$ cat src/rtl/posit_pkg.sv
// Shared posit widths, special-value patterns and the decoded-field record.
// Instances with a non-default BITS/ES derive their own widths through calc_rw().
package posit_pkg;

  function automatic int calc_rw(input int bits);
    return $clog2(bits) + 1;
  endfunction

  localparam int POSIT_BITS = 32;
  localparam int POSIT_ES   = 3;
  localparam int POSIT_RW   = calc_rw(POSIT_BITS);

  localparam logic [POSIT_BITS-1:0] POSIT_ZERO = '0;
  localparam logic [POSIT_BITS-1:0] POSIT_NAR  = {1'b1, {(POSIT_BITS-1){1'b0}}};

  typedef struct packed {
    logic                         sign;
    logic                         zero;
    logic                         nar;
    logic [POSIT_RW-1:0]          regime;
    logic [POSIT_ES-1:0]          exp;
    logic [POSIT_RW+POSIT_ES-1:0] scale;
    logic [POSIT_BITS-1:0]        frac;
  } posit_fields_t;

endpackage

$ cat src/rtl/posit_unpacker_pipe_regime.sv
// Combinational regime/exponent/fraction split of a positive posit magnitude.
// The run length comes from a priority encode of the bits that differ from the regime's first bit.
module posit_regime_decode
  import posit_pkg::*;
#(
  parameter int BITS = 32,
  parameter int ES = 3,
  localparam int RW = calc_rw(BITS)
) (
  input  logic [BITS-2:0] mag,
  output logic [RW-1:0]   k,
  output logic [ES-1:0]   exp_field,
  output logic [BITS-1:0] frac
);

  localparam int RB = BITS - 1;
  localparam int MW = RW;

  logic          r0;
  logic [RB-1:0] diff;
  logic [RB-1:0] rem;
  logic [MW-1:0] m;

  always_comb begin
    r0   = mag[RB-1];
    diff = mag ^ {RB{r0}};
    m    = MW'(RB);
    for (int i = 0; i < RB; i++) begin
      if (diff[i]) m = MW'(RB - 1 - i);
    end
    // Shifting out run + terminator; a run reaching the LSB shifts everything out.
    rem       = mag << (m + MW'(1));
    k         = r0 ? (m - MW'(1)) : (MW'(0) - m);
    exp_field = rem[RB-1 -: ES];
    frac      = {rem[RB-ES-1:0], {(ES+1){1'b0}}};
  end

endmodule

$ cat src/rtl/posit_unpacker_pipe.sv
// Two-stage posit decoder: S1 captures sign/magnitude/specials, S2 holds decoded fields.
// in_ready is combinational from out_ready (no skid buffer).
module posit_unpacker_pipe
  import posit_pkg::*;
#(
  parameter int BITS = 32,
  parameter int ES = 3,
  localparam int RW = calc_rw(BITS)
) (
  input  logic               clk,
  input  logic               rst,
  input  logic               in_valid,
  output logic               in_ready,
  input  logic [BITS-1:0]    in_data,
  output logic               out_valid,
  input  logic               out_ready,
  output logic               out_sign,
  output logic               out_zero,
  output logic               out_nar,
  output logic [RW-1:0]      out_regime,
  output logic [ES-1:0]      out_exp,
  output logic [RW+ES-1:0]   out_scale,
  output logic [BITS-1:0]    out_frac
);

  localparam logic [BITS-2:0] MAG_ONE = {{(BITS-2){1'b0}}, 1'b1};

  logic            s1_valid, s1_sign, s1_zero, s1_nar;
  logic [BITS-2:0] s1_mag;
  logic            s1_adv, s2_adv;
  logic            in_sign, in_zero, in_nar;
  logic [BITS-2:0] in_mag;
  logic [RW-1:0]   dec_k;
  logic [ES-1:0]   dec_exp;
  logic [BITS-1:0] dec_frac;

  assign s2_adv   = !out_valid || out_ready;
  assign s1_adv   = !s1_valid || s2_adv;
  assign in_ready = s1_adv;

  // Low BITS-1 bits of the two's complement; the dropped MSB is 0 for every non-NaR word.
  assign in_sign = in_data[BITS-1];
  assign in_zero = (in_data == '0);
  assign in_nar  = (in_data == {1'b1, {(BITS-1){1'b0}}});
  assign in_mag  = in_sign ? (~in_data[BITS-2:0] + MAG_ONE) : in_data[BITS-2:0];

  posit_regime_decode #(.BITS(BITS), .ES(ES)) u_regime (
    .mag       (s1_mag),
    .k         (dec_k),
    .exp_field (dec_exp),
    .frac      (dec_frac)
  );

  always_ff @(posedge clk) begin
    if (rst) begin
      s1_valid   <= 1'b0;
      s1_sign    <= 1'b0;
      s1_zero    <= 1'b0;
      s1_nar     <= 1'b0;
      s1_mag     <= '0;
      out_valid  <= 1'b0;
      out_sign   <= 1'b0;
      out_zero   <= 1'b0;
      out_nar    <= 1'b0;
      out_regime <= '0;
      out_exp    <= '0;
      out_scale  <= '0;
      out_frac   <= '0;
    end else begin
      if (s1_adv) begin
        s1_valid <= in_valid;
        if (in_valid) begin
          s1_sign <= in_sign;
          s1_zero <= in_zero;
          s1_nar  <= in_nar;
          s1_mag  <= in_mag;
        end
      end
      if (s2_adv) begin
        out_valid <= s1_valid;
        if (s1_valid) begin
          out_sign <= s1_sign;
          out_zero <= s1_zero;
          out_nar  <= s1_nar;
          if (s1_zero || s1_nar) begin
            out_regime <= '0;
            out_exp    <= '0;
            out_scale  <= '0;
            out_frac   <= '0;
          end else begin
            out_regime <= dec_k;
            out_exp    <= dec_exp;
            out_scale  <= {dec_k, dec_exp};
            out_frac   <= dec_frac;
          end
        end
      end
    end
  end

endmodule
$ cat config.mk
export PLATFORM = sky130hd
export DESIGN_NAME = posit_unpacker_pipe
export DESIGN_NICKNAME = d
export VERILOG_FILES = /design/src/rtl/posit_pkg.sv /design/src/rtl/posit_unpacker_pipe_regime.sv /design/src/rtl/posit_unpacker_pipe.sv
export SDC_FILE = /design/constraint.sdc
export NUM_CORES = 1
export LEC_CHECK = 0
export ABC_AREA = 1
export BUFFER_PORTS_ARGS = -buffer_cell sky130_fd_sc_hd__buf_2
export CAP_MARGIN = 10
export CORE_ASPECT_RATIO = 1.75
export CORE_MARGIN = 2
export CORE_UTILIZATION = 35
export DETAILED_ROUTE_END_ITERATION = 10
export PLACE_DENSITY = 0.52
export SYNTH_ARGS = -nofsm -noshare
export SYNTH_HDL_FRONTEND = slang
export SYNTH_SLANG_ARGS = --single-unit
$ cat constraint.sdc
create_clock -name clk -period 6.46 [get_ports clk]
set_clock_uncertainty 0.1 [all_clocks]
set_input_delay 1.292 -clock clk [delete_from_list [all_inputs] [get_ports clk]]
set_output_delay 1.292 -clock clk [all_outputs]
set_load 0.01 [all_outputs]
==> results by group, run 1 <==
Power and ir drop
  – Int Power: between 1 and 1.5 mW
  – Pwr/cell area: 323 mW/mm^2
  – Switching share of power: between 40% and 50%
  – P_sw: between 0.9 and 1 mW
  – Clk pwr share: between 20% and 30%
  – VDD IR max: about 0.00015 V
  – Flop pwr share: about a quarter
  – Combinational share of power: approximately half
  – Static Leakage: roughly 3.1 nW

Logic synthesis
  – Ys flop type: dfxtp_1
  – Area contributors post-synth: dfxtp_1 26%, nand3_1 21%, nand2_1 13%
  – Synth area leader: dfxtp_1
  – Mapped Cells: between 900 and 1k
  – EDFF count, synth: 0
  – Top-area cell type share of the netlist area: between 20% and 30%
  – Sequential area share after synthesis: a little over a quarter
  – Mapped Area: roughly 0.006 sq mm
  – Count leader, synth: nand3_1
  – FFs w/ async S/R, synth: 0%
  – Seq cells post-synth: 76
  – List of most frequent post-synthesis cells: 239 x nand3_1, 205 x nand2_1, 84 x inv_1
  – Synth warnings: 0
  – Yosys cell types: 39
  – Synthesized area per cell: between 6 and 7 sq um

Place
  – Routability Congestion: 0.941
  – DP HPWL: between 15 and 20 mm
  – PortBufs: 86

Clock tree
  – Clock network latency to the later pin of the worst-skew pair: between 300 and 400 ps
  – Bufs on Longest Clock Path: 2
  – H-tree levels: 3
  – Reg clk slew, reported paths: roughly 50 ps
  – Setup Fix Bufs, Post-CTS: 0
  – CTS Buf Count: 9
  – Clock Sinks: 76
  – CTS Root Cell: clkbuf_16
  – Post-cts resize count: 0
  – TritonCTS clock tree: done
  – Cts hold-fix bufs: 0

Cells and area
  – Layout cells sized above 1: approximately 13%
  – Nets: 1034
  – Area grow syn2layout: 12.4%
  – Final core utilization: approximately 40%
  – N_diodes: 0
  – Number of fill cells: between 1.5k and 2k

Floorplan
  – Die ar.: 0.0177 sq mm
  – Die width: roughly 100 um
  – Core Rows: 62
  – DIE HEIGHT: between 150 and 200 um
  – Number of I/O pins: 91
  – Initial core utilization: 35.6%
  – Core area: ~0.016 sq mm

Setup path
  – CP arrival: ~5000 ps
  – Worst R2R Start: s1_mag[30]$_SDFFE_PP0P_
  – Worst Reg-to-Reg Cells: 38
  – CP max-delay cell: inv_1
  – CP peak stage delay: roughly 690 ps
  – Critical Path Fanout Max: 35
  – Critical path capture point type: flop
  – FF-to-FF End: out_scale[2]$_SDFFE_PP0P_
  – Startpoint Class: flop
  – WS Path Type: flop to flop
  – Req. time, crit path: ~6700 ps
  – Most used cell, CP: nand2_1
  – Reg2reg setup slack: around 1700 ps

Global routing
  – Initial antenna violation count: 0
  – Maximum number of pins on one net before global-route repair: 53
  – Vias in the first global route: 5924
  – Gr ovfl total: 0
  – Total GRT Usage: about 22%
  – First-pass GRT wire length: ~31 mm

Detailed routing
  – Final ANT Viol Nets: 0
  – First-pass detailed-route iteration total: 5
  – Routed length per instance: ~16 um
  – Initial drt markers: 413
  – DRT Wirelength: between 15 and 20 mm
  – Via count: approximately 6.3k
  – Vias/cell: roughly 5.2
  – DRC violations left: 0

Worst hold path
  – Tightest Hold Check Type: flop to flop
  – Min-delay src: s1_sign$_SDFFE_PP0P_
  – Worst hold path depth: 2
  – Worst Hold Endpoint: out_sign$_SDFFE_PP0P_

STA
  – Final period util: 73.4%
  – Rel. slew slack: a little over a third
  – Final setup TNS: 0 ps
  – Setup violators final: 0
  – Tmin final: 4740 ps
  – Worst slew pin tran: between 900 and 1000 ps
  – RSZ-0062 raised after global routing: no
  – Max Clk Rate: 0.211 GHz
  – Slew Limit Fails: 0
  – Final Hold Fails: 0

Job
  – Maxcap violations: 0

Run status
  – Status: finished, final reports clean
==> power by group through the flow <==
stage	combinational (mW)	clock, mW	sequential [mW]
global route	1.14	0.558	0.569
floorplan	0.753	0	0.571
CTS	1.02	0.544	0.563
global placement	1.02	0	0.573
detailed placement	1.02	0	0.573
finish	1.02	0.531	0.562
==> worst max-delay path by stage <==
stage | slack, ps | end | start | cells after the start
after floorplan | 2570 | out_frac[29]$_SDFFE_PP0P_ | s1_mag[30]$_SDFFE_PP0P_ | 45
after global placement | 1760 | out_scale[2]$_SDFFE_PP0P_ | s1_mag[30]$_SDFFE_PP0P_ | 38
after detailed placement | 1710 | out_scale[2]$_SDFFE_PP0P_ | s1_mag[30]$_SDFFE_PP0P_ | 38
after CTS | 1690 | out_scale[2]$_SDFFE_PP0P_ | s1_mag[30]$_SDFFE_PP0P_ | 38
after global routing | 1100 | out_scale[2]$_SDFFE_PP0P_ | s1_mag[30]$_SDFFE_PP0P_ | 38
final | 1720 | out_scale[2]$_SDFFE_PP0P_ | s1_mag[30]$_SDFFE_PP0P_ | 38
==> routing by layer <==
layer  routed length (um)  track usage (%)  vias up  share of wire, %
met1                 7410             24.9     2884                39
met5                    0                0        -                 0
li1                     -                -     3244                 -
met2                10000             39.8      171                52
met3                  588             2.20       44               3.1
met4                 1120             13.7        0               5.8
==> critical path: cells and delay by family, from the launching register on <==
kind | cells | cell delay, ps
xor gates and xnor gates | 1 | 180
adders and majority gates | 1 | 210
buffers and inverters | 3 | 1150
DFF | 1 | 460
and+or+nand+nor | 33 | 2540
==> cell usage in the layout (no fill, tap or decap), drive strengths merged <==
| master | netlist | layout |
|---|---|---|
| nor4 | 2 | 2 |
| clkbuf | 31 | 12 |
| xor2 | 9 | 9 |
| bufinv | 0 | 2 |
| nor2 | 77 | 77 |
| o21ai | 38 | 38 |
| buf | 40 | 98 |
| o21bai | 1 | 1 |
| o31ai | 3 | 3 |
| o221ai | 15 | 15 |
| o21a | 1 | 1 |
| a211oi | 1 | 1 |
| nand3b | 2 | 2 |
| nand4 | 6 | 6 |
| a21oi | 51 | 51 |
| nor3 | 12 | 12 |
| and3 | 1 | 1 |
| o211ai | 3 | 3 |
| a22oi | 3 | 3 |
| inv | 85 | 85 |
| conb | 1 | 4 |
| xnor2 | 32 | 32 |
| and2 | 3 | 3 |
| a31oi | 2 | 2 |
| nand3 | 239 | 239 |
| ha | 4 | 4 |
| dfxtp | 76 | 76 |
| nand2 | 208 | 208 |
| a32oi | 1 | 1 |
| a21o | 1 | 1 |
| or2 | 5 | 5 |
==> cell families (layout without fill, tap and decap cells) <==
logic type | after synthesis | after routing | share of synthesized area (%)
simple gates | 555 | 555 | 42.5
buf+inv | 156 | 197 | 12.3
compound gates | 120 | 120 | 11.9
flops | 76 | 76 | 26.1
xor+xnor | 41 | 41 | 6.16
fa+ha+maj | 4 | 4 | 0.859
other cells | 1 | 4 | 0.0644
==> final cells by class <==
cell class                 count  area (sq um)  area share, %
clock buffer                  12           246           3.76
multi-input combinational    724          3600           54.9
tap                          224           280           4.28
timing repair buffer          98           520           7.95
sequential                    76          1520           23.2
inverter                      85           322           4.91
clock inverter                 2          60.1          0.917
==> sequential cells by signal (all words and copies together), names as in the netlist <==
name,flops
s1_sign,1
out_zero,1
out_frac,28
out_nar,1
s1_zero,1
out_valid,1
s1_nar,1
out_exp,2
s1_mag,31
out_sign,1
s1_valid,1
out_scale,1
out_regime,6
==> metrics by stage <==
stage	cell area (sq um)	std cells	setup WS (ps)	power, mW	hold slack [ps]
after detailed placement	6240	1207	1710	1.59	352
after floorplan	5840	956	2570	1.32	330
after global placement	6240	1207	1760	1.60	346
after global routing	6550	1221	1100	2.27	384
after CTS	6550	1221	1690	2.13	360
final	6550	1221	1720	2.11	359
No activity file was read; power rests on OpenSTA's default activity.
==> inputs of run 2 (changes only) <==
Settings changed: PLACE_DENSITY 0.52 to 0.54.
Clock period 6.46 ns to 4.21 ns, I/O delays scaled along.
==> results by group, run 2 (synthesis gave the netlist of run 1 again) <==
Run status
  – Status: finished, final reports clean (unchanged)

STA
  – Final Hold Fails: 0 (unchanged)
  – Setup ws final: 392 ps (was 1720 ps)
  – Final period util: 90.7% (was 73.4%)
  – Tmin final: 3820 ps (was 4740 ps)
  – Setup violators final: 0 (unchanged)
  – Max Clk Rate: 0.262 GHz (was 0.211 GHz)
  – Rel. slew slack: 45.7% (was 35.7%)
  – Slew Limit Fails: 0 (unchanged)
  – Worst slew pin tran: 815 ps (was 964 ps)

Setup path
  – Startpoint Class: flop (unchanged)
  – Reg2reg setup slack: 390 ps (was 1720 ps)
  – FF-to-FF End: out_exp[0]$_SDFFE_PP0P_ (was out_scale[2]$_SDFFE_PP0P_)
  – Worst R2R Start: s1_mag[30]$_SDFFE_PP0P_ (unchanged)
  – CP delay by family, top: simple AND/OR/NAND/NOR gates (unchanged)
  – CP arrival: 3960 ps (was 4930 ps)
  – WS Path Type: flop to flop (unchanged)
  – Critical path capture point type: flop (unchanged)
  – Req. time, crit path: 4350 ps (was 6650 ps)
  – Worst Reg-to-Reg Cells: 42 (was 38)
  – CP max-delay cell: dfxtp_4 (was inv_1)
  – CP peak stage delay: 370 ps (was 690 ps)
  – WP buf/inv: 4 (was 3)
  – Critical Path Fanout Max: 24 (was 35)
  – Most used cell, CP: nand2_1 (unchanged)

Worst hold path
  – Worst hold path depth: 2 (unchanged)
  – Min-delay src: s1_sign$_SDFFE_PP0P_ (unchanged)
  – Worst Hold Endpoint: out_sign$_SDFFE_PP0P_ (unchanged)
  – Tightest Hold Check Type: flop to flop (unchanged)

Clock tree
  – TritonCTS clock tree: done (unchanged)
  – CTS Buf Count: 9 (unchanged)
  – CTS Root Cell: clkbuf_16 (unchanged)
  – Clock Sinks: 76 (unchanged)
  – Clock network latency to the later pin of the worst-skew pair: 340 ps (about the same)
  – Bufs on Longest Clock Path: 2 (unchanged)
  – Cts hold-fix bufs: 0 (unchanged)
  – Reg clk slew, reported paths: 60 ps (was 50 ps)
  – H-tree levels: 3 (unchanged)

Power and ir drop
  – Pwr/cell area: 497 mW/mm^2 (was 323 mW/mm^2)
  – Static Leakage: 3.24 nW (was 3.09 nW)
  – Total chip power: 3.41 mW (was 2.11 mW)
  – VDD IR max: 0.000191 V (was 0.000150 V)

Detailed routing
  – Final ANT Viol Nets: 0 (unchanged)
  – Via count: 6398 (was 6343)
  – Vias/cell: 5.15 (was 5.19)
  – First-pass detailed-route iteration total: 6 (was 5)
  – DRC violations left: 0 (unchanged)
  – Routed length per instance: 15.6 um (was 15.7 um)
  – DRT Wirelength: 19.4 mm (was 19.2 mm)
  – Initial drt markers: 362 (was 413)

Cells and area
  – Most common cell after layout, fill and taps aside: nand3_1 (unchanged)
  – Register area: 0.00153 sq mm (was 0.00152 sq mm)
  – Commonest non-fill, non-tap cells in the layout: 234 x nand3_1, 203 x nand2_1, 86 x buf_2, 81 x inv_1 (was 239 x nand3_1, 205 x nand2_1, 86 x buf_2, 84 x inv_1, 75 x dfxtp_1)
  – Largest regs: s1_mag (31), out_frac (28), out_regime (6) (unchanged)
  – Max reg flops: 31 (unchanged)
  – Area of the multi-input gates: 0.00368 sq mm (was 0.00360 sq mm)
  – Layout cells sized above 1: 15.9% (was 12.5%)
  – Design area: 0.00687 sq mm (was 0.00655 sq mm)
  – Nets: 1054 (was 1034)
  – N_diodes: 0 (unchanged)
  – Area grow syn2layout: 17.9% (was 12.4%)
  – Largest reg by FF count: s1_mag (unchanged)
  – Non-filler cells, final: 1242 (was 1221)
  – Number of fill cells: 1857 (was 1815)

Floorplan
  – Core area: 0.0164 sq mm (unchanged)
  – Die ar.: 0.0177 sq mm (unchanged)
  – Core Rows: 62 (unchanged)
  – Initial core utilization: 35.6% (unchanged)
  – Number of I/O pins: 91 (unchanged)
  – Die width: 102 um (unchanged)
  – DIE HEIGHT: 175 um (unchanged)

Global routing
  – First-pass GRT wire length: 31.5 mm (was 30.7 mm)
  – Gr ovfl total: 0 (unchanged)
  – Vias in the first global route: 6149 (was 5924)
  – Total GRT Usage: 22.6% (was 22.4%)
  – Initial antenna violation count: 0 (unchanged)
  – Maximum number of pins on one net before global-route repair: 40 (was 53)

Place
  – Placed cell count: 1222 (was 1207)
  – DP Area: 0.00642 sq mm (was 0.00624 sq mm)
  – Routability Congestion: 0.888 (was 0.941)
  – Setup slack at placement: 193 ps (was 1710 ps)
  – PortBufs: 86 (unchanged)
  – DP HPWL: 15.3 mm (was 15.1 mm)

Job
  – Maxcap violations: 0 (unchanged)
[run 2: through the flow]
stage / hold slack, ps / utilization, % / TNS (ps)
after floorplan: 330 / - / 0
after global routing: 381 / 42.0 / -21.6
after CTS: 355 / 41.1 / 0
final: 357 / 42.0 / 0
after global placement: 344 / 39.2 / 0
after detailed placement: 347 / 39.2 / 0
[run 2: power breakdown]
part | internal (mW) | total (mW) | switching (mW) | leakage, nW
Sequential | 0.794 | 0.857 | 0.0630 | 0.626
Combinational | 0.622 | 1.77 | 1.14 | 2.47
Clock | 0.505 | 0.791 | 0.286 | 0.149
Total | 1.92 | 3.41 | 1.49 | 3.24
[run 2: worst min-delay path, cell delays in order (launching register included)]
cell	delay (ps)
dfxtp_1	290
inv_1	60
a21oi_1	60
[run 2: routing by layer]
layer | GRT usage [%] | vias up | wire length (um)
met1 | 24.9 | 2915 | 7560
met2 | 39.7 | 154 | 10200
li1 | - | 3284 | -
met3 | 2.52 | 45 | 459
met4 | 14.8 | 0 | 1210
met5 | 0 | - | 0
[run 2: what timing repair did]
| item | in CTS | in global routing |
|---|---|---|
| setup buffers | 0 | 4 |
| endpoints found under the setup margin | 0 | 29 |
| resized for setup | 0 | 25 |
[run 2: worst max path at each step]
stage / startpoint / end / cells after the start
detailed placement: s1_mag[30]$_SDFFE_PP0P_ / out_exp[1]$_SDFFE_PP0P_ / 38
floorplan: s1_mag[30]$_SDFFE_PP0P_ / out_frac[29]$_SDFFE_PP0P_ / 45
CTS: s1_mag[30]$_SDFFE_PP0P_ / out_exp[1]$_SDFFE_PP0P_ / 38
global route: s1_mag[30]$_SDFFE_PP0P_ / out_exp[1]$_SDFFE_PP0P_ / 43
global placement: s1_mag[30]$_SDFFE_PP0P_ / out_exp[1]$_SDFFE_PP0P_ / 38
finish: s1_mag[30]$_SDFFE_PP0P_ / out_exp[0]$_SDFFE_PP0P_ / 42
[run 2: final cells by class]
cell class / instances / share of cell area [%]
inverters: 85 / 4.72
multi-input cells: 724 / 53.5
flip-flops and latches: 76 / 22.2
repair buffers: 118 / 11.0
well taps: 224 / 4.08
clock inverters: 1 / 0.437
clock buffers: 14 / 3.99
==> inputs of run 3 (changes only) <==
Settings changed: CORE_UTILIZATION 35 to 25, PLACE_DENSITY 0.54 to 0.41.
==> results by group, run 3 (synthesis gave the netlist of run 1 again) <==
STA
  – Rel. slew slack: 37.7% (was 45.7%)
  – Setup ws final: 459 ps (was 392 ps)
  – Setup violators final: 0 (unchanged)
  – Max Clk Rate: 0.267 GHz (was 0.262 GHz)
  – Tmin final: 3750 ps (was 3820 ps)
  – Worst slew pin tran: 934 ps (was 815 ps)
  – Final Hold Fails: 0 (unchanged)
  – WHS: 362 ps (was 357 ps)
  – Final period util: 89.1% (was 90.7%)
  – RSZ-0062 raised after global routing: yes
  – Slew Limit Fails: 0 (unchanged)
  – Final setup TNS: 0 ps (unchanged)

Floorplan
  – Number of I/O pins: 91 (unchanged)
  – Die ar.: 0.0246 sq mm (was 0.0177 sq mm)
  – Initial core utilization: 25.5% (was 35.6%)
  – Die width: 119 um (was 102 um)
  – Core Rows: 73 (was 62)
  – DIE HEIGHT: 206 um (was 175 um)
  – Core area: 0.0228 sq mm (was 0.0164 sq mm)

Setup path
  – WS Path Type: flop to flop (unchanged)
  – Req. time, crit path: 4320 ps (was 4350 ps)
  – Worst R2R Start: s1_mag[30]$_SDFFE_PP0P_ (unchanged)
  – CP arrival: 3860 ps (was 3960 ps)
  – Startpoint Class: flop (unchanged)
  – CP max-delay cell: dfxtp_4 (unchanged)
  – Critical path capture point type: flop (unchanged)
  – FF-to-FF End: out_frac[20]$_SDFFE_PP0P_ (was out_exp[0]$_SDFFE_PP0P_)
  – CP peak stage delay: 400 ps (was 370 ps)
  – Worst Reg-to-Reg Cells: 36 (was 42)
  – Most used cell, CP: nand2_1 (unchanged)
  – Critical Path Fanout Max: 8 (was 24)
  – Reg2reg setup slack: 460 ps (was 390 ps)

Detailed routing
  – Routed length per instance: 17.0 um (was 15.6 um)
  – Final ANT Viol Nets: 0 (unchanged)
  – DRT Wirelength: 22.6 mm (was 19.4 mm)
  – DRC violations left: 0 (unchanged)
  – Vias/cell: 4.93 (was 5.15)
  – First-pass detailed-route iteration total: 4 (was 6)
  – Initial drt markers: 368 (was 362)
  – Via count: 6537 (was 6398)

Run status
  – Status: finished, final reports clean (unchanged)

Cells and area
  – N_diodes: 0 (unchanged)
  – Most common cell after layout, fill and taps aside: nand2_1 (was nand3_1)
  – Design area: 0.00747 sq mm (was 0.00687 sq mm)
  – Largest regs: s1_mag (31), out_frac (28), out_regime (6) (unchanged)
  – Commonest non-fill, non-tap cells in the layout: 200 x nand2_1, 188 x nand3_1, 86 x buf_2, 81 x inv_1, 72 x nor2_1 (was 234 x nand3_1, 203 x nand2_1, 86 x buf_2, 81 x inv_1)
  – Max reg flops: 31 (unchanged)
  – Nets: 1060 (was 1054)
  – Area grow syn2layout: 28.3% (was 17.9%)
  – Largest reg by FF count: s1_mag (unchanged)
  – Layout cells sized above 1: 22.1% (was 15.9%)
  – Number of fill cells: 2596 (was 1857)

Place
  – PortBufs: 86 (unchanged)
  – Routability Congestion: 0.841 (was 0.888)
  – Setup slack at placement: 148 ps (was 193 ps)
  – DP HPWL: 16.7 mm (was 15.3 mm)
  – DP Area: 0.00646 sq mm (was 0.00642 sq mm)

Worst hold path
  – Worst hold path depth: 2 (unchanged)
  – Worst Hold Endpoint: out_frac[13]$_SDFFE_PP0P_ (was out_sign$_SDFFE_PP0P_)
  – Tightest Hold Check Type: flop to flop (unchanged)
  – Min-delay src: out_frac[13]$_SDFFE_PP0P_ (was s1_sign$_SDFFE_PP0P_)

Clock tree
  – Clock network latency to the later pin of the worst-skew pair: 350 ps (was 340 ps)
  – Bufs on Longest Clock Path: 2 (unchanged)
  – H-tree levels: 3 (unchanged)
  – TritonCTS clock tree: done (unchanged)
  – CTS Buf Count: 9 (unchanged)
  – Cts hold-fix bufs: 0 (unchanged)
  – CTS Root Cell: clkbuf_16 (unchanged)
  – Clock Sinks: 76 (unchanged)
  – Reg clk slew, reported paths: 60 ps (about the same)

Power and ir drop
  – VDD IR max: 0.000265 V (was 0.000191 V)
  – Static Leakage: 3.43 nW (was 3.24 nW)
  – Pwr/cell area: 518 mW/mm^2 (was 497 mW/mm^2)
  – Total chip power: 3.87 mW (was 3.41 mW)

Global routing
  – First-pass GRT wire length: 34.0 mm (was 31.5 mm)
  – Vias in the first global route: 6223 (was 6149)
  – Gr ovfl total: 0 (unchanged)
  – Total GRT Usage: 17.8% (was 22.6%)
  – Maximum number of pins on one net before global-route repair: 40 (unchanged)
  – Initial antenna violation count: 0 (unchanged)

Job
  – Maxcap violations: 0 (unchanged)
-- run 3: per-stage QoR --
stage	cells	util (%)
floorplan	956	-
global placement	1293	28.3
detailed placement	1293	28.3
CTS	1309	29.7
global route	1325	32.7
finish	1325	32.7
-- run 3: final cells by class --
type	count	area, sq um	share of cell area (%)
multi-input combinational	724	4000	53.5
clock inverter	6	86.3	1.16
sequential	76	1540	20.5
tap	300	375	5.02
inverter	85	330	4.42
timing repair buffer	124	906	12.1
clock buffer	10	239	3.20
-- run 3: per-layer routing --
metal	routed length (um)	part of all wire [%]	global-route usage [%]
met5	0	0	0
met4	1290	5.7	10.9
met3	679	3.0	1.74
met2	12000	53	33.1
met1	8610	38	19.4
-- run 3: worst max-delay path by stage --
| stage | from | to | cells after the start |
|---|---|---|---|
| 3_5_place_dp | s1_mag[30]$_SDFFE_PP0P_ | out_exp[1]$_SDFFE_PP0P_ | 37 |
| 2_1_floorplan | s1_mag[30]$_SDFFE_PP0P_ | out_frac[29]$_SDFFE_PP0P_ | 45 |
| 5_1_grt | s1_mag[1]$_SDFFE_PP0P_ | out_frac[29]$_SDFFE_PP0P_ | 41 |
| 4_1_cts | s1_mag[30]$_SDFFE_PP0P_ | out_exp[1]$_SDFFE_PP0P_ | 37 |
| 6_report | s1_mag[30]$_SDFFE_PP0P_ | out_frac[20]$_SDFFE_PP0P_ | 36 |
| 3_3_place_gp | s1_mag[30]$_SDFFE_PP0P_ | out_exp[1]$_SDFFE_PP0P_ | 37 |
-- run 3: repair_timing --
item	in CTS	in global routing
endpoints found under the hold margin	0	0
gates resized for setup	0	98
setup buffers	0	9
setup endpoints to repair	0	31
-- run 3: worst max-delay path, delay by kind of cell, from the launching register on --
family | cells | cell delay [ps]
AND/OR/NAND/NOR | 30 | 2130
buffers and inverters | 3 | 610
flip-flops | 1 | 400
adder cells (fa/ha/maj) | 1 | 170
XOR/XNOR | 1 | 150
AO/OA/AOI/OAI | 1 | 70
-- run 3: where the power goes --
part	internal, mW	switching (mW)	total [mW]
Sequential	0.793	0.0679	0.861
Clock	0.536	0.334	0.870
Combinational	0.786	1.35	2.14
